### src/rtl/mem_tid_pkg.sv
// Shared helpers for the memory transaction-ID allocator.
// Optional feature macro: MEM_TID_RSP_BYPASS_EN (see mem_tid_alloc_ctrl.sv).
package mem_tid_pkg;

   localparam int MemTidWidth = 2;

   // Default-width TID type for users that do not carry their own width.
   typedef logic [MemTidWidth-1:0] tid_t;

   // Pool size for a given TID width.
   function automatic int nr_tid(input int tid_width);
      return 1 << tid_width;
   endfunction

   // Width of a requester index, never narrower than one bit.
   function automatic int owner_w(input int nr_req);
      return (nr_req > 1) ? $clog2(nr_req) : 1;
   endfunction

endpackage

### src/rtl/mem_tid_alloc_ctrl_if.sv
// Request/grant, response and flush signals between the dcache request
// sources (master) and the TID allocator (slave).
interface mem_tid_alloc_ctrl_if
   import mem_tid_pkg::*;
#(
   parameter int NrReq    = 3,
   parameter int TidWidth = 2
);
   localparam int OwnW = owner_w(NrReq);

   logic [NrReq-1:0]    req_i;
   logic [NrReq-1:0]    gnt_o;
   logic [TidWidth-1:0] gnt_tid_o;
   logic                rsp_valid_i;
   logic [TidWidth-1:0] rsp_tid_i;
   logic [OwnW-1:0]     rsp_owner_o;
   logic                flush_i;
   logic                drained_o;
   logic [TidWidth:0]   outstanding_o;
   logic                full_o;
   logic                err_o;

   modport master (
      output req_i, rsp_valid_i, rsp_tid_i, flush_i,
      input  gnt_o, gnt_tid_o, rsp_owner_o, drained_o, outstanding_o, full_o, err_o
   );

   modport slave (
      input  req_i, rsp_valid_i, rsp_tid_i, flush_i,
      output gnt_o, gnt_tid_o, rsp_owner_o, drained_o, outstanding_o, full_o, err_o
   );
endinterface

### src/rtl/mem_tid_rr_arb.sv
// Round-robin arbiter: the first request at or after the pointer wins,
// and the pointer moves just past the winner when a grant is taken.
module mem_tid_rr_arb
   import mem_tid_pkg::*;
#(
   parameter int NrReq = 3
) (
   input  logic                      clk_i,
   input  logic                      rst_ni,
   input  logic [NrReq-1:0]          i_req,
   input  logic                      i_en,
   output logic [NrReq-1:0]          o_gnt,
   output logic [owner_w(NrReq)-1:0] o_idx
);
   localparam int OwnW = owner_w(NrReq);

   logic [OwnW-1:0] r_ptr;
   logic [OwnW-1:0] w_idx;
   logic            w_found;
   int              w_pos;

   // Scan upward from the pointer with wrap-around for the first request.
   always_comb begin
      w_found = 1'b0;
      w_idx   = '0;
      w_pos   = 0;
      for (int k = 0; k < NrReq; k++) begin
         w_pos = int'(r_ptr) + k;
         if (w_pos >= NrReq) w_pos = w_pos - NrReq;
         if (!w_found && i_req[w_pos]) begin
            w_found = 1'b1;
            w_idx   = OwnW'(w_pos);
         end
      end
   end

   assign o_gnt = (i_en && w_found) ? (NrReq'(1) << w_idx) : '0;
   assign o_idx = w_idx;

   // Pointer advances past the winner only when a grant is issued.
   always_ff @(posedge clk_i) begin
      if (!rst_ni) begin
         r_ptr <= '0;
      end else if (i_en && w_found) begin
         r_ptr <= (w_idx == OwnW'(NrReq - 1)) ? '0 : w_idx + OwnW'(1);
      end
   end
endmodule

### src/rtl/mem_tid_alloc_ctrl.sv
// Memory transaction-ID allocator: hands the lowest free TID to a
// round-robin-selected requester and remembers who owns it so responses
// route back. Optional macro MEM_TID_RSP_BYPASS_EN lets a TID freed by a
// response this cycle be granted again in the same cycle.
module mem_tid_alloc_ctrl
   import mem_tid_pkg::*;
#(
   parameter int NrReq    = 3,
   parameter int TidWidth = 2
) (
   input  logic                 clk_i,
   input  logic                 rst_ni,
   mem_tid_alloc_ctrl_if.slave  bus
);
   localparam int NrTid = nr_tid(TidWidth);
   localparam int OwnW  = owner_w(NrReq);

   logic [NrTid-1:0]    r_busy;
   logic [OwnW-1:0]     r_owner [NrTid];
   logic [TidWidth:0]   r_cnt;
   logic                r_err;

   logic [NrTid-1:0]    w_rsp_hit;
   logic [NrTid-1:0]    w_free;
   logic [TidWidth-1:0] w_low_tid;
   logic [NrTid-1:0]    w_busy_nxt;
   logic [TidWidth:0]   w_cnt_nxt;
   logic [NrReq-1:0]    w_arb_gnt;
   logic [OwnW-1:0]     w_arb_idx;
   logic                w_en;
   logic                w_grant;
   logic                w_rsp_err;

   // A response only frees a TID that is actually outstanding.
   assign w_rsp_hit = (bus.rsp_valid_i && r_busy[bus.rsp_tid_i])
                      ? (NrTid'(1) << bus.rsp_tid_i) : '0;
   assign w_rsp_err = bus.rsp_valid_i && !r_busy[bus.rsp_tid_i];

`ifdef MEM_TID_RSP_BYPASS_EN
   assign w_free = ~r_busy | w_rsp_hit;
`else
   assign w_free = ~r_busy;
`endif

   // Lowest-index free TID.
   always_comb begin
      w_low_tid = '0;
      for (int i = NrTid - 1; i >= 0; i--) begin
         if (w_free[i]) w_low_tid = TidWidth'(i);
      end
   end

   assign w_en    = !bus.flush_i && (|w_free);
   assign w_grant = |w_arb_gnt;

   mem_tid_rr_arb #(.NrReq(NrReq)) u_arb (
      .clk_i  (clk_i),
      .rst_ni (rst_ni),
      .i_req  (bus.req_i),
      .i_en   (w_en),
      .o_gnt  (w_arb_gnt),
      .o_idx  (w_arb_idx)
   );

   // Release before allocate, so a bypassed TID ends up busy again.
   always_comb begin
      w_busy_nxt = r_busy & ~w_rsp_hit;
      if (w_grant) w_busy_nxt[w_low_tid] = 1'b1;
      w_cnt_nxt = '0;
      for (int i = 0; i < NrTid; i++) begin
         w_cnt_nxt = w_cnt_nxt + (TidWidth+1)'(w_busy_nxt[i]);
      end
   end

   // Bitmap, owner table, registered count and sticky error.
   always_ff @(posedge clk_i) begin
      if (!rst_ni) begin
         r_busy <= '0;
         r_cnt  <= '0;
         r_err  <= 1'b0;
         for (int i = 0; i < NrTid; i++) r_owner[i] <= '0;
      end else begin
         r_busy <= w_busy_nxt;
         r_cnt  <= w_cnt_nxt;
         if (w_rsp_err) r_err <= 1'b1;
         if (w_grant) r_owner[w_low_tid] <= w_arb_idx;
      end
   end

   assign bus.gnt_o         = w_arb_gnt;
   assign bus.gnt_tid_o     = w_grant ? w_low_tid : '0;
   assign bus.rsp_owner_o   = r_owner[bus.rsp_tid_i];
   assign bus.outstanding_o = r_cnt;
   assign bus.full_o        = (r_cnt == (TidWidth+1)'(NrTid));
   assign bus.drained_o     = bus.flush_i && (r_cnt == '0);
   assign bus.err_o         = r_err;
endmodule

### src/flat_wrapper.sv
// flat-port wrapper written by rule: the top's interface ports become plain ports
module mem_tid_alloc_ctrl_flat import mem_tid_pkg::*;
#(
   parameter int NrReq    = 3,
   parameter int TidWidth = 2
)
  (clk_i, rst_ni, bus_req_i, bus_rsp_valid_i, bus_rsp_tid_i, bus_flush_i, bus_gnt_o, bus_gnt_tid_o, bus_rsp_owner_o, bus_drained_o, bus_outstanding_o, bus_full_o, bus_err_o);
  mem_tid_alloc_ctrl_if #(.NrReq(NrReq), .TidWidth(TidWidth)) bus_i ();
  input  logic clk_i;
  input  logic rst_ni;
  input wire logic [$bits(bus_i.req_i)-1:0] bus_req_i;
  input wire logic [$bits(bus_i.rsp_valid_i)-1:0] bus_rsp_valid_i;
  input wire logic [$bits(bus_i.rsp_tid_i)-1:0] bus_rsp_tid_i;
  input wire logic [$bits(bus_i.flush_i)-1:0] bus_flush_i;
  output wire logic [$bits(bus_i.gnt_o)-1:0] bus_gnt_o;
  output wire logic [$bits(bus_i.gnt_tid_o)-1:0] bus_gnt_tid_o;
  output wire logic [$bits(bus_i.rsp_owner_o)-1:0] bus_rsp_owner_o;
  output wire logic [$bits(bus_i.drained_o)-1:0] bus_drained_o;
  output wire logic [$bits(bus_i.outstanding_o)-1:0] bus_outstanding_o;
  output wire logic [$bits(bus_i.full_o)-1:0] bus_full_o;
  output wire logic [$bits(bus_i.err_o)-1:0] bus_err_o;
  assign bus_i.req_i = bus_req_i;
  assign bus_i.rsp_valid_i = bus_rsp_valid_i;
  assign bus_i.rsp_tid_i = bus_rsp_tid_i;
  assign bus_i.flush_i = bus_flush_i;
  assign bus_gnt_o = bus_i.gnt_o;
  assign bus_gnt_tid_o = bus_i.gnt_tid_o;
  assign bus_rsp_owner_o = bus_i.rsp_owner_o;
  assign bus_drained_o = bus_i.drained_o;
  assign bus_outstanding_o = bus_i.outstanding_o;
  assign bus_full_o = bus_i.full_o;
  assign bus_err_o = bus_i.err_o;
  mem_tid_alloc_ctrl #(.NrReq(NrReq), .TidWidth(TidWidth)) u_core (.clk_i(clk_i), .rst_ni(rst_ni), .bus(bus_i));
endmodule
### config.mk
export PLATFORM = sky130hd
export DESIGN_NAME = mem_tid_alloc_ctrl_flat
export DESIGN_NICKNAME = d
export VERILOG_FILES = /design/src/rtl/mem_tid_pkg.sv /design/src/rtl/mem_tid_alloc_ctrl_if.sv /design/src/rtl/mem_tid_rr_arb.sv /design/src/rtl/mem_tid_alloc_ctrl.sv /design/src/flat_wrapper.sv
export SDC_FILE = /design/constraint.sdc
export NUM_CORES = 1
export LEC_CHECK = 0
export BUFFER_PORTS_ARGS = -buffer_cell sky130_fd_sc_hd__buf_2
export CAP_MARGIN = 10
export CELL_PAD_IN_SITES_DETAIL_PLACEMENT = 0
export CELL_PAD_IN_SITES_GLOBAL_PLACEMENT = 1
export CORE_AREA = 2 2 55 62
export DETAILED_ROUTE_END_ITERATION = 8
export DIE_AREA = 0 0 57 64
export PLACE_DENSITY = 0.78
export SLEW_MARGIN = 20
export SYNTH_ARGS = -nofsm -noshare
export SYNTH_HDL_FRONTEND = slang
export SYNTH_SLANG_ARGS = --single-unit
### constraint.sdc
create_clock -name clk_i -period 3.37 [get_ports clk_i]
set_input_delay 0.674 -clock clk_i [delete_from_list [all_inputs] [get_ports clk_i]]
set_output_delay 0.674 -clock clk_i [all_outputs]
set_load 0.005 [all_outputs]
# Yosys cells after proc, flatten, opt, wreduce, memory -nomap -nowiden
# Memory sizes are Yosys's and may differ from the RTL's.
# Cells that the tools add are included.
# word_totals
reg_bits,10
ram_bits,8
inputBits,9
output_inout_bits,13
word_cells,85
memories,1
# classes
addsub,9
n_lt_le_gt_ge,9
eq_ne,2
shift,2
n_mux,38
bitwise_logic,4
n_reduce_logical,16
# mem_list
memory,depth,width,read_ports,rd_ports_with_merged_regs,write_ports,line_no,source
u_core.r_owner,4,2,1,0,4,mem_tid_alloc_ctrl.sv:19,logic [OwnW-1:0] r_owner [NrTid];
# ops
op,count
$lt A32 B4 Y1 const B,3
$mux W32,3
$mux W2,11
$mux W1,16
$bmux W1 S2,4
$logic_and A1 B1 Y1,8
$mux W4,2
$not A4 Y4,2
$sub A3 B2 Y4 const B,2
$add A3 B1 Y3,2
$ge A3 B2 Y1 const B,2
$lt A2 B3 Y1 const B,2
$and A4 B4 Y4,1
$logic_not A1 Y1,4
$or A4 B4 Y4,1
$reduce_or A4 Y1,1
$shl A1 B2 Y4 const A,1
$add A2 B1 Y3 const B,1
$add A2 B2 Y3 const B,1
$eq A3 B3 Y1 const B,1
$logic_not A3 Y1,1
$mux W3,1
$reduce_or A3 Y1,1
$shl A1 B2 Y3 const A,1
8 further kinds,8

# Logic depth before layout (Yosys ltp)
# Gate-level depths: netlist of run 1.
# logic_depth
word_depth,20
mapped_depth,11

# Cells and area by module
# A second synthesis of run 1 with hierarchy kept.
# unflattened
cells_unflattened,116
area_unflattened_um2,1138.6
# by_module_without_submodules
module,instances,cells_each,area_per_inst_um2
mem_tid_alloc_ctrl,1,78,832.0
mem_tid_rr_arb,1,38,306.5

# Worst setup path before layout of run 1
# No wires, ideal clock.
# synth_timing
path_type,input -> register
startpoint,input port bus_rsp_tid_i[0]
endpoint,"register u_core.r_cnt[1], in the netlist u_core.bus.outstanding_o[1]"
setup_ns,0.115
arrival_time_ns,2.736
path_slack_ns,0.519
cell_stages,7
path_buffers,1
path_cell_list,clkbuf_1 > or4b_2 > a21boi_0 > ha_1 > fa_1 > ha_1 > and2_1
# synth_between
elab_chain_len,11
elab_cells_between_ends,12
# synth_rtl
element,line_no,source
"start, declared",flat_wrapper.sv:13,input wire logic [$bits(bus_i.rsp_tid_i)-1:0] bus_rsp_tid_i;
$bmux W1 S2,mem_tid_alloc_ctrl.sv:35,assign w_rsp_hit = (bus.rsp_valid_i && r_busy[bus.rsp_tid_i])
$mux W1 (not written as such),mem_tid_alloc_ctrl.sv:35,
$logic_and A1 B1 Y1,mem_tid_alloc_ctrl.sv:35,
$mux W4 (*),mem_tid_alloc_ctrl.sv:36,? (NrTid'(1) << bus.rsp_tid_i) : '0;
$not A4 Y4 (*),mem_tid_alloc_ctrl.sv:67,w_busy_nxt = r_busy & ~w_rsp_hit;
$and A4 B4 Y4 (*),mem_tid_alloc_ctrl.sv:67,
$or A4 B4 Y4 (no source line),n/a,
$mux W4 (*),mem_tid_alloc_ctrl.sv:68,if (w_grant) w_busy_nxt[w_low_tid] = 1'b1;
net u_core.w_busy_nxt[0],mem_tid_alloc_ctrl.sv:26,logic [NrTid-1:0] w_busy_nxt;
$add A1 B1 Y2 (*),mem_tid_alloc_ctrl.sv:71,w_cnt_nxt = w_cnt_nxt + (TidWidth+1)'(w_busy_nxt[i]);
$add A3 B1 Y3 (*) (2 in a row),mem_tid_alloc_ctrl.sv:71,
net u_core.w_cnt_nxt[1],mem_tid_alloc_ctrl.sv:27,logic [TidWidth:0] w_cnt_nxt;
"end signal, assigned",mem_tid_alloc_ctrl.sv:84,r_cnt <= w_cnt_nxt;
"end, declared",mem_tid_alloc_ctrl.sv:20,logic [TidWidth:0] r_cnt;
# The timed path passes the listed nets; every way through them passes the cells marked *. The select of a mux whose other input is x is not followed.
# A chain may end at the register's enable or synchronous reset.

# Final worst setup path of run 1
# layout_timing
startpoint,register u_core.u_arb.r_ptr[0]
endpoint,output port bus_gnt_o[1]
# layout_between
elab_chain_len,14
elab_cells_between_ends,33
# layout_rtl
element,line_no,source
"start, declared",mem_tid_rr_arb.sv:17,logic [OwnW-1:0] r_ptr;
"start signal, assigned",mem_tid_rr_arb.sv:45,r_ptr <= (w_idx == OwnW'(NrReq - 1)) ? '0 : w_idx + OwnW'(1);
"parallel branches: the longest is 13 deep, another holds $sub A3 B2 Y4",n/a,
$mux W3 (*),mem_tid_rr_arb.sv:37,assign o_gnt = (i_en && w_found) ? (NrReq'(1) << w_idx) : '0;
"end, declared",flat_wrapper.sv:15,output wire logic [$bits(bus_i.gnt_o)-1:0] bus_gnt_o;
# Mark *: on every way between the ends. The select of a mux whose other input is x is not followed.

==> results.md, run 1 <==
- Clock tree from TritonCTS: done
- Clock sink total: 18
- Number of buffers on the longest clock path: 2
- Wirelength, routed: 2.64 mm
- Start point of the worst min-delay path: u_core.bus.err_o
- Synth Net Count: 142
- Fin Setup TNS: 0 ns
- Post-synthesis average cell area: 9.39 um2
- Maxcap violations: 0
- Crit share post-route: 93.9%
- Number of synthesized register bits: 18
- Fraction of the mapped netlist area in adder cells: 8.03%
- Initial antenna violation count: 0
- Hold violation count in the final report: 0
- Endpoints failing setup: 0
- Clock skew after layout: 0.00212 ns
- Dominant combinational cell family by area after synthesis: simple AND/OR/NAND/NOR gates
- Highest clock frequency the design can meet: 316 MHz
- Die span in x: 57 um
- Final cell count without fillers: 184
- Endpoint of the worst hold-timing path: u_core.bus.err_o
- Maximum VDD drop: 0.000150 V
- Clock power frac: 19.8%
- Pin count of the biggest net entering global routing: 14
- Post-synthesis async set-or-reset flop share: 0%
- Number of gates given a new drive strength after cts: 0
- Remaining antenna violation count: 0
- Area growth syn-to-layout: 15.0%
- Max-slew violation count: 0
- Xor-xnor portion of the synthesized cell area: 0%
- Final net count: 167
- Vias/cell: 5.55
- H-tree levels: 1
- Via count of the first global-routing pass: 946
- Ys flop type: sky130_fd_sc_hd__dfxtp_1
- Post-Synthesis Cell Area: 0.00118 mm2
- Area enclosed by the die boundary: 0.00365 mm2
- Worst Max-Slew Pin Slew: 0.366 ns
- Core region area: 0.00300 mm2
- Most common library cells after synthesis: 18 x sky130_fd_sc_hd__nand2_1, 10 x sky130_fd_sc_hd__dfxtp_1, 8 x sky130_fd_sc_hd__edfxtp_1
- Buffers inserted during post-CTS setup optimization: 0
- Worst hold path cell count: 1
- Remaining Overflow, GRT: 0
- Placement Rows: 21
- HPWL after detailed placement: 2.13 mm
- Number of cell instances on the worst register-to-register path: 11
- Fraction of power spent switching nets: 32.0%
- Seq/Total Area, Yosys: 37.2%
- Power density over the cells: 406 mW/mm2
- Final Instance Area: 0.00136 mm2
- Initial Utilization: 39.5%
- Number of distinct library cell variants in the gate-level netlist after synthesis: 44
- Setup repair after global routing missed its margin: false
- Combinational power share: 32.8%
- Worst reg2reg endpoint: u_core.bus.outstanding_o[1]
- Average detailed-routed wire length per instance: 14.3 um
- Cell count after synthesis: 126
- Post-synthesis cell type with the largest combined area: sky130_fd_sc_hd__edfxtp_1
- Routability-driven placement congestion ratio: 0.854
- Length of the first detailed-routing pass in iterations: 4
- Number of flops mapped to enable cells by yosys: 8
- DP Area: 0.00134 mm2
- Instance count after placement with tap cells included: 180
- Number of remaining DRC errors: 0
- Minimum clock period: 3.16 ns
- CP Data Required Time: 2.70 ns
- Flop pwr share: 47.4%
- Critical Path Sink Type: output pin
- TritonCTS Buffers: 3
- All-Layer GR Usage: 15.4%
- Run status: complete, no violations
- CP max FO: 6
- Reg2Reg Setup Slack: 0.28 ns
- Path category of the worst min-delay check: flip-flop to flip-flop
- Kind of start point of the critical path: flip-flop
- CTS Root Buffer Type: sky130_fd_sc_hd__clkbuf_4
- Area fraction in compound gates after synthesis: 18.4%
- I/O pin count: 22
- Arrival time worst endpoint: 2.49 ns
- Vert. Die Dim: 64 um
- Layout cell share with drive strength beyond 1: 24.7%
- Yosys synthesis warning count: 0
- Drt first-iter violations: 17
- R2r startpoint: u_core.u_arb.r_ptr[0]
- P_sw: 177 uW
- Area share of the leading cell type in the synthesized netlist: 20.3%
- Cell with the most instances after synthesis: sky130_fd_sc_hd__nand2_1
- Synth top area cells: sky130_fd_sc_hd__edfxtp_1 20%, sky130_fd_sc_hd__dfxtp_1 17%, sky130_fd_sc_hd__ha_1 6.3%
- Number of buffers inserted by hold repair at cts: 0
- Basic-gate share of the synthesized area counting and, or, nand and nor cells: 25.5%
- Mux contribution to synthesized area: 7.40%
- Total via count after detailed routing: 1,021
- Critical Setup Path Class: flip-flop to output pin
- Total of buffers placed on input and output ports: 21
- Int Pwr: 376 uW
- Clock-pin slew on the worst setup and hold paths: 0.10 ns
- Diode count: 0
- Relative max-transition margin: 75.6%
- Source-to-sink clock delay at the later pin of the worst-skew pair: 0.29 ns
- Global-route wire length before repair: 4.43 mm
- Leakage component of the power: 0.589 nW
==> worst max-delay path by stage <==
| stage | start | end | slack (ns) | cells after the start |
|---|---|---|---|---|
| after global routing | u_core.u_arb.r_ptr[0] | bus_gnt_o[1] | 0.06 | 8 |
| after global placement | u_core.u_arb.r_ptr[0] | u_core.bus.outstanding_o[1] | 0.38 | 11 |
| after CTS | u_core.u_arb.r_ptr[0] | bus_gnt_o[1] | 0.21 | 8 |
| final | u_core.u_arb.r_ptr[0] | bus_gnt_o[1] | 0.21 | 8 |
| after floorplan | bus_rsp_tid_i[0] | u_core.bus.outstanding_o[1] | 0.52 | 7 |
| after detailed placement | u_core.u_arb.r_ptr[0] | u_core.bus.outstanding_o[1] | 0.32 | 11 |
==> through the flow <==
step | hold slack [ns] | util (%) | power (mW) | worst slack, ns
CTS | 0.481 | 45.4 | 0.556 | 0.211
floorplan | 0.464 | - | 0.393 | 0.519
global placement | 0.447 | 44.6 | 0.444 | 0.377
detailed placement | 0.457 | 44.6 | 0.448 | 0.319
finish | 0.474 | 45.4 | 0.552 | 0.205
global route | 0.512 | 45.4 | 0.587 | 0.0590
==> worst max-delay path, cell delays in order, from the launching register on <==
cell	delay, ns
sky130_fd_sc_hd__dfxtp_1	0.39
sky130_fd_sc_hd__inv_1	0.10
sky130_fd_sc_hd__ha_1	0.36
sky130_fd_sc_hd__nor2b_1	0.21
sky130_fd_sc_hd__o21ai_0	0.19
sky130_fd_sc_hd__and4_4	0.21
sky130_fd_sc_hd__or4b_4	0.56
sky130_fd_sc_hd__inv_2	0.08
sky130_fd_sc_hd__buf_2	0.10
==> layer usage <==
layer	vias up	wire (um)	global-route usage, %	share of wire [%]
met5	-	0	0	0
li1	515	-	-	-
met2	27	1300	26.0	49
met3	5	117	1.62	4.4
met4	0	38	5.23	1.4
met1	474	1180	20.2	45
==> area by class of cell <==
type	instances	area, um2
inverters	8	30.0
well taps	34	42.5
clock buffers	4	26.3
flip-flops and latches	18	440
multi-input cells	97	702
fillers	304	1630
repair buffers	23	120
==> kinds of logic (layout without fill, tap and decap cells) <==
group | Yosys count | in the layout
AND/OR/NAND/NOR | 53 | 53
buffers and inverters | 11 | 35
flip-flops | 18 | 18
adder cells (fa/ha/maj) | 7 | 7
AO/OA/AOI/OAI | 32 | 32
multiplexers | 5 | 5
==> flip-flops by register name, indices dropped and copies added, names as in the netlist <==
| register | flops |
|---|---|
| u_core.bus.err_o | 1 |
| u_core.r_busy | 4 |
| u_core.r_owner | 8 |
| u_core.u_arb.r_ptr | 2 |
| u_core.bus.outstanding_o | 3 |
==> cells in the final DEF (no fill, tap or decap), types with 2 or more instances in the layout <==
master / instances
sky130_fd_sc_hd__dfxtp_1: 10
sky130_fd_sc_hd__nor4_1: 2
sky130_fd_sc_hd__o22ai_1: 2
sky130_fd_sc_hd__and3_1: 2
sky130_fd_sc_hd__and2_1: 5
sky130_fd_sc_hd__a21oi_1: 6
sky130_fd_sc_hd__nand4_1: 2
sky130_fd_sc_hd__mux2i_1: 2
sky130_fd_sc_hd__nand3_1: 2
sky130_fd_sc_hd__a21o_1: 2
sky130_fd_sc_hd__a211oi_1: 3
sky130_fd_sc_hd__nand2b_1: 2
sky130_fd_sc_hd__mux4_2: 3
sky130_fd_sc_hd__clkbuf_4: 3
sky130_fd_sc_hd__inv_1: 6
sky130_fd_sc_hd__nor2_1: 3
sky130_fd_sc_hd__nor2b_1: 4
sky130_fd_sc_hd__ha_1: 6
sky130_fd_sc_hd__buf_2: 21
sky130_fd_sc_hd__o21ai_0: 7
sky130_fd_sc_hd__a21boi_0: 2
sky130_fd_sc_hd__o21a_1: 3
sky130_fd_sc_hd__buf_4: 2
sky130_fd_sc_hd__nor3_1: 3
sky130_fd_sc_hd__nand2_1: 18
sky130_fd_sc_hd__edfxtp_1: 8
==> power groups by stage <==
stage | registers [mW] | logic, mW | clock network [mW]
after floorplan | 0.262 | 0.131 | 0
final | 0.262 | 0.181 | 0.109
after global placement | 0.265 | 0.179 | 0
after detailed placement | 0.267 | 0.181 | 0
after CTS | 0.262 | 0.182 | 0.112
after global routing | 0.264 | 0.203 | 0.120
(Power assumes the default switching activity.)
==> run 2, diff against run 1 <==
Settings changed: REMOVE_ABC_BUFFERS set to 1.
==> run 2 against run 1 <==
Against the previous run:
- sequential cell count is the same
- first-iteration DRC count increased by 110%
- final cell count stayed put
- sequential share of layout area fell by 0.24 points
==> results.md, run 2 (synthesis results as in run 1) <==
- Relative max-transition margin: 75.4% (was 75.6%)
- Maxcap violations: 0 (unchanged)
- Number of buffers inserted by hold repair at cts: 0 (unchanged)
- Total of buffers placed on input and output ports: 21 (unchanged)
- Routability-driven placement congestion ratio: 0.852 (was 0.854)
- Vias/cell: 5.66 (was 5.55)
- I/O pin count: 22 (unchanged)
- Buffers inserted during post-CTS setup optimization: 0 (unchanged)
- H-tree levels: 1 (unchanged)
- Initial antenna violation count: 0 (unchanged)
- Via count of the first global-routing pass: 995 (was 946)
- Leading cell types in the layout, fill and taps excluded: 21 x sky130_fd_sc_hd__buf_2, 18 x sky130_fd_sc_hd__nand2_1, 10 x sky130_fd_sc_hd__dfxtp_1, 8 x sky130_fd_sc_hd__edfxtp_1, 7 x sky130_fd_sc_hd__o21ai_0 (unchanged)
- Core region area: 0.00300 mm2 (unchanged)
- Remaining Overflow, GRT: 0 (unchanged)
- Die span in x: 57 um (unchanged)
- Number of flip-flops in the largest register: 8 (unchanged)
- Clock-pin slew on the worst setup and hold paths: 0.11 ns (was 0.10 ns)
- Maximum VDD drop: 0.000237 V (was 0.000150 V)
- Initial Utilization: 39.5% (unchanged)
- HPWL after detailed placement: 2.18 mm (was 2.13 mm)
- Source-to-sink clock delay at the later pin of the worst-skew pair: 0.29 ns (about the same)
- Crit share post-route: 93.8% (was 93.9%)
- Leading cell type in the layout, fill and taps excluded: sky130_fd_sc_hd__buf_2 (unchanged)
- Area enclosed by the die boundary: 0.00365 mm2 (unchanged)
- Fin Setup TNS: 0 ns (unchanged)
- Run status: complete, no violations (unchanged)
- Setup repair after global routing missed its margin: false (unchanged)
- Reg2Reg Setup Slack: 0.27 ns (was 0.28 ns)
- CP Data Required Time: 2.70 ns (about the same)
- Critical Path Sink Type: output pin (unchanged)
- Number of buffers on the longest clock path: 2 (unchanged)
- Instance count after placement with tap cells included: 180 (unchanged)
- Length of the first detailed-routing pass in iterations: 4 (unchanged)
- Register with the highest flop count: u_core.r_owner (unchanged)
- TritonCTS Buffers: 3 (unchanged)
- Placement Rows: 21 (unchanged)
- Remaining antenna violation count: 0 (unchanged)
- Endpoints failing setup: 0 (unchanged)
- Power density over the cells: 422 mW/mm2 (was 406 mW/mm2)
- Path category of the worst min-delay check: flip-flop to flip-flop (unchanged)
- Clock skew after layout: 0.00486 ns (was 0.00212 ns)
- Number of gates given a new drive strength after cts: 0 (unchanged)
- Diode count: 0 (unchanged)
- Final net count: 167 (unchanged)
- Final cell count without fillers: 184 (unchanged)
- Worst Max-Slew Pin Slew: 0.368 ns (was 0.366 ns)
- Highest clock frequency the design can meet: 316 MHz (about the same)
- Number of remaining DRC errors: 0 (unchanged)
- Critical Setup Path Class: flip-flop to output pin (unchanged)
- Vert. Die Dim: 64 um (unchanged)
- Leakage component of the power: 0.595 nW (was 0.589 nW)
- Minimum clock period: 3.16 ns (about the same)
- Arrival time worst endpoint: 2.49 ns (about the same)
- CTS Root Buffer Type: sky130_fd_sc_hd__clkbuf_4 (unchanged)
- Layout cell share with drive strength beyond 1: 25.3% (was 24.7%)
- All-Layer GR Usage: 15.9% (was 15.4%)
- Kind of start point of the critical path: flip-flop (unchanged)
- Clock sink total: 18 (unchanged)
- Global-route wire length before repair: 4.59 mm (was 4.43 mm)
- Max-slew violation count: 0 (unchanged)
- Hold violation count in the final report: 0 (unchanged)
- CP max FO: 6 (unchanged)
- Wirelength, routed: 2.75 mm (was 2.64 mm)
- Pin count of the biggest net entering global routing: 14 (unchanged)
- Average detailed-routed wire length per instance: 14.9 um (was 14.3 um)
- Area growth syn-to-layout: 15.9% (was 15.0%)
- Clock tree from TritonCTS: done (unchanged)
- Drt first-iter violations: 35 (was 17)
- Total via count after detailed routing: 1,041 (was 1,021)
[run 2: final timing paths]
kind / endpoint / depth (start not counted) / startpoint
min reg2reg: u_core.bus.err_o / 1 / u_core.bus.err_o
max: bus_gnt_o[1] / 8 / u_core.u_arb.r_ptr[0]
max reg2reg: u_core.bus.outstanding_o[1] / 11 / u_core.u_arb.r_ptr[0]
min: u_core.bus.err_o / 1 / u_core.bus.err_o
[run 2: where the power goes]
group / switching (mW) / internal (mW)
clock network: 0.0674 / 0.0658
registers: 0.0143 / 0.247
logic: 0.102 / 0.0830
total: 0.183 / 0.396
[run 2: metrics by stage]
stage	setup slack [ns]	power (mW)	hold WS, ns	util, %	instance area (um2)
after global placement	0.370	0.444	0.446	44.6	1340
final	0.208	0.579	0.469	45.8	1370
after CTS	0.186	0.583	0.477	45.8	1370
after floorplan	0.522	0.391	0.464	-	1170
after detailed placement	0.298	0.451	0.450	44.6	1340
after global routing	0.00144	0.619	0.508	45.8	1370
[run 2: layout make-up]
type	instances	area [um2]
multi-input cells	97	702
flip-flops and latches	18	440
clock buffers	4	36.3
repair buffers	23	120
well taps	34	42.5
fillers	313	1620
inverters	8	30.0
[run 2: layer usage]
layer  vias up  routed length, um  global-route usage [%]
li1        514                  -                       -
met1       496               1190                    18.7
met2        27               1410                    29.0
met3         4                118                    2.23
met4         0                 34                    5.23
met5         -                  0                       0
[run 2: critical path: stages, from the launching register on]
cell and delay, ns:
sky130_fd_sc_hd__dfxtp_1 0.40, sky130_fd_sc_hd__inv_1 0.09, sky130_fd_sc_hd__ha_1 0.36, sky130_fd_sc_hd__nor2b_1 0.09
sky130_fd_sc_hd__o21a_1 0.20, sky130_fd_sc_hd__o32ai_2 0.31, sky130_fd_sc_hd__or4b_4 0.55, sky130_fd_sc_hd__inv_2 0.08
sky130_fd_sc_hd__buf_2 0.11
==> run 3, diff against run 2 <==
--- a/config.mk
+++ b/config.mk
@@ -10,8 +10,8 @@
 export CELL_PAD_IN_SITES_DETAIL_PLACEMENT = 0
 export CELL_PAD_IN_SITES_GLOBAL_PLACEMENT = 1
-export CORE_AREA = 2 2 55 62
+export CORE_AREA = 2 2 63 71
 export DETAILED_ROUTE_END_ITERATION = 8
-export DIE_AREA = 0 0 57 64
-export PLACE_DENSITY = 0.78
+export DIE_AREA = 0 0 65 73
+export PLACE_DENSITY = 0.62
 export REMOVE_ABC_BUFFERS = 1
 export SLEW_MARGIN = 20
==> constraint.sdc (replaced) <==
create_clock -name clk_i -period 3.37 [get_ports clk_i]
set_input_delay 0.5055 -clock clk_i [delete_from_list [all_inputs] [get_ports clk_i]]
set_output_delay 0.5055 -clock clk_i [all_outputs]
set_load 0.005 [all_outputs]
==> run 3 against run 2 <==
Against the previous run:
- setup slack improved by 0.11 ns
- hold slack got worse by 0.0091 ns
- utilization decreased by 11 points
- design area rose by 2.5%
- final cell count grew 11%
- count of clock-buffer cells in the layout stayed put
- largest power group unchanged
- via count rose by 1.7%
- critical path depth rose by 3
- critical path type is now flip-flop to flip-flop
- clock power up 17%
- sequential power about the same
- sequential share of layout area is 0.77 points lower
- global-route usage decreased by 2.5 points
==> results.md, run 3 (synthesis results as in run 1) <==
- Placement Rows: 25 (was 21)
- Max-slew violation count: 0 (unchanged)
- Relative max-transition margin: 75.5% (was 75.4%)
- Leakage component of the power: 0.597 nW (was 0.595 nW)
- Worst Max-Slew Pin Slew: 0.366 ns (was 0.368 ns)
- GRT met3 Usage: 2.01% (was 2.23%)
- Initial Utilization: 28.9% (was 39.5%)
- DP Area: 0.00136 mm2 (was 0.00134 mm2)
- CP Data Required Time: 3.52 ns (was 2.70 ns)
- Drt first-iter violations: 67 (was 35)
- Setup repair after global routing missed its margin: false (unchanged)
- Maximum VDD drop: 0.000138 V (was 0.000237 V)
- Highest clock frequency the design can meet: 327 MHz (was 316 MHz)
- Routability-driven placement congestion ratio: 0.812 (was 0.852)
- Remaining Overflow, GRT: 0 (unchanged)
- Arrival time worst endpoint: 3.21 ns (was 2.49 ns)
- Critical Setup Path Class: flip-flop to flip-flop (was flip-flop to output pin)
- Path category of the worst min-delay check: flip-flop to flip-flop (unchanged)
- Minimum clock period: 3.06 ns (was 3.16 ns)
- Endpoints failing setup: 0 (unchanged)
- CTS Root Buffer Type: sky130_fd_sc_hd__clkbuf_8 (was sky130_fd_sc_hd__clkbuf_4)
- Hold violation count in the final report: 0 (unchanged)
- Total of buffers placed on input and output ports: 21 (unchanged)
- Clock sink total: 18 (unchanged)
- Maxcap violations: 0 (unchanged)
- Area growth syn-to-layout: 18.7% (was 15.9%)
- Clock skew after layout: 0.00129 ns (was 0.00486 ns)
- HPWL after detailed placement: 2.17 mm (was 2.18 mm)
- Register with the highest flop count: u_core.r_owner (unchanged)
- Run status: complete, no violations (unchanged)
- Worst path bufs/invs: 1 (was 3)
- Die span in x: 65 um (was 57 um)
- Source-to-sink clock delay at the later pin of the worst-skew pair: 0.25 ns (was 0.29 ns)
- Pin count of the biggest net entering global routing: 14 (unchanged)
- Critical path's slowest cell: sky130_fd_sc_hd__a2111o_1 (was sky130_fd_sc_hd__or4b_4)
- Vias/cell: 5.19 (was 5.66)
- All-Layer GR Usage: 13.3% (was 15.9%)
- Number of gates given a new drive strength after cts: 0 (unchanged)
- Length of the first detailed-routing pass in iterations: 4 (unchanged)
- Core region area: 0.00410 mm2 (was 0.00300 mm2)
- Area enclosed by the die boundary: 0.00475 mm2 (was 0.00365 mm2)
- Final net count: 167 (unchanged)
- Buffers inserted during post-CTS setup optimization: 0 (unchanged)
- Reg area: 440 um2 (unchanged)
- TritonCTS Buffers: 3 (unchanged)
- Start point of the worst min-delay path: u_core.bus.err_o (unchanged)
- Final Instance Area: 0.00141 mm2 (was 0.00137 mm2)
- Leading cell types in the layout, fill and taps excluded: 21 x sky130_fd_sc_hd__buf_2, 18 x sky130_fd_sc_hd__nand2_1, 10 x sky130_fd_sc_hd__dfxtp_1, 8 x sky130_fd_sc_hd__edfxtp_1, 7 x sky130_fd_sc_hd__o21ai_0 (unchanged)
- CP cell instances: inv_1 > ha_1 > nor2b_1 > o21ai_0 > and4_4 > a2111o_1 > nand2_1 > ha_1 > fa_1 > ha_1 > and2_1 (was inv_1 > ha_1 > nor2b_1 > o21a_1 > o32ai_2 > or4b_4 > inv_2 > buf_2)
- Global-route wire length before repair: 4.90 mm (was 4.59 mm)
- I/O pin count: 22 (unchanged)
- Number of filler cells placed in the layout: 440 (was 313)
- Diode count: 0 (unchanged)
- Clock tree from TritonCTS: done (unchanged)
- H-tree levels: 1 (unchanged)
- Max incr delay on CP: 0.44 ns (was 0.55 ns)
- Multi-input combinational cell area: 702 um2 (unchanged)
- Worst hold path cell count: 1 (unchanged)
- Kind of start point of the critical path: flip-flop (unchanged)
- Cell repeated most along the worst path: sky130_fd_sc_hd__ha_1
- Global-route met2 utilization: 23.8% (was 29.0%)
- Vert. Die Dim: 73 um (was 64 um)
- Reg2Reg Setup Slack: 0.31 ns (was 0.27 ns)
- Number of remaining DRC errors: 0 (unchanged)
- Routing layer with the top usage in global route: met2 (unchanged)
- Via count of the first global-routing pass: 1,053 (was 995)
- Fin Setup TNS: 0 ns (unchanged)
- Number of flip-flops in the largest register: 8 (unchanged)
- Endpoint of the worst hold-timing path: u_core.bus.err_o (unchanged)
- Total via count after detailed routing: 1,059 (was 1,041)
- Average detailed-routed wire length per instance: 13.6 um (was 14.9 um)
- Cell family contributing the most delay on the critical path: adder cells (was simple AND/OR/NAND/NOR gates)
- Critical Path Sink Type: flip-flop (was output pin)
- Worst reg2reg endpoint: u_core.bus.outstanding_o[1] (unchanged)
- Met1 demand-to-capacity share in global routing: 16.1% (was 18.7%)
- Clock-pin slew on the worst setup and hold paths: 0.07 ns (was 0.11 ns)
- Layout cell share with drive strength beyond 1: 24.7% (was 25.3%)
- Number of buffers inserted by hold repair at cts: 0 (unchanged)
- Total number of cells along the worst setup path: 11 (was 8)
- Leading cell type in the layout, fill and taps excluded: sky130_fd_sc_hd__buf_2 (unchanged)
- Number of cell instances on the worst register-to-register path: 11 (unchanged)
- Remaining antenna violation count: 0 (unchanged)
- CP max FO: 6 (unchanged)
- Initial antenna violation count: 0 (unchanged)
- Number of buffers on the longest clock path: 2 (unchanged)
- Power density over the cells: 428 mW/mm2 (was 422 mW/mm2)
- Wirelength, routed: 2.78 mm (was 2.75 mm)
- R2r startpoint: u_core.u_arb.r_ptr[0] (unchanged)
- Crit share post-route: 90.7% (was 93.8%)
run 3: report_power, final:
group | switching (mW) | internal (mW)
registers | 0.0140 | 0.247
clock network | 0.0718 | 0.0839
logic | 0.101 | 0.0829
total | 0.187 | 0.414
run 3: worst max-delay path by stage:
stage                          start                          end  slack (ns)
2_1_floorplan  u_core.u_arb.r_ptr[0]  u_core.bus.outstanding_o[1]        0.52
3_3_place_gp   u_core.u_arb.r_ptr[0]  u_core.bus.outstanding_o[1]        0.36
3_5_place_dp   u_core.u_arb.r_ptr[0]  u_core.bus.outstanding_o[1]        0.32
4_1_cts        u_core.u_arb.r_ptr[0]  u_core.bus.outstanding_o[1]        0.29
5_1_grt        u_core.u_arb.r_ptr[0]  u_core.bus.outstanding_o[1]        0.07
6_report       u_core.u_arb.r_ptr[0]  u_core.bus.outstanding_o[1]        0.31
run 3: layout make-up:
cell class                      instances  area share (%)
Multi-Input combinational cell         97            50.0
Tap cell                               54            4.81
Clock buffer                            4            3.21
Inverter                                8            2.14
Sequential cell                        18            31.3
Timing Repair Buffer                   23            8.55
run 3: per-stage QoR:
stage / instances / hold slack (ns) / power (mW) / utilization (%) / setup WS, ns
3_3_place_gp: 200 / 0.449 / 0.449 / 33.2 / 0.363
4_1_cts: 204 / 0.465 / 0.606 / 34.3 / 0.291
3_5_place_dp: 200 / 0.449 / 0.450 / 33.2 / 0.317
5_1_grt: 204 / 0.498 / 0.644 / 34.3 / 0.0674
2_1_floorplan: 123 / 0.464 / 0.391 / - / 0.522
6_report: 204 / 0.460 / 0.601 / 34.3 / 0.315
run 3: worst reg2reg max path, stage by stage, from the launching register on:
cell and delay (ns):
sky130_fd_sc_hd__dfxtp_1 0.38, sky130_fd_sc_hd__inv_1 0.10, sky130_fd_sc_hd__ha_1 0.36, sky130_fd_sc_hd__nor2b_1 0.20
sky130_fd_sc_hd__o21ai_0 0.17, sky130_fd_sc_hd__and4_4 0.20, sky130_fd_sc_hd__a2111o_1 0.44, sky130_fd_sc_hd__nand2_1 0.10
sky130_fd_sc_hd__ha_1 0.23, sky130_fd_sc_hd__fa_1 0.36, sky130_fd_sc_hd__ha_1 0.27, sky130_fd_sc_hd__and2_1 0.15
run 3: per-layer routing:
layer  vias up  part of all wire (%)
li1        512                     -
met4         0                   1.1
met3         5                   5.0
met2        32                    49
met1       510                    45
met5         -                     0
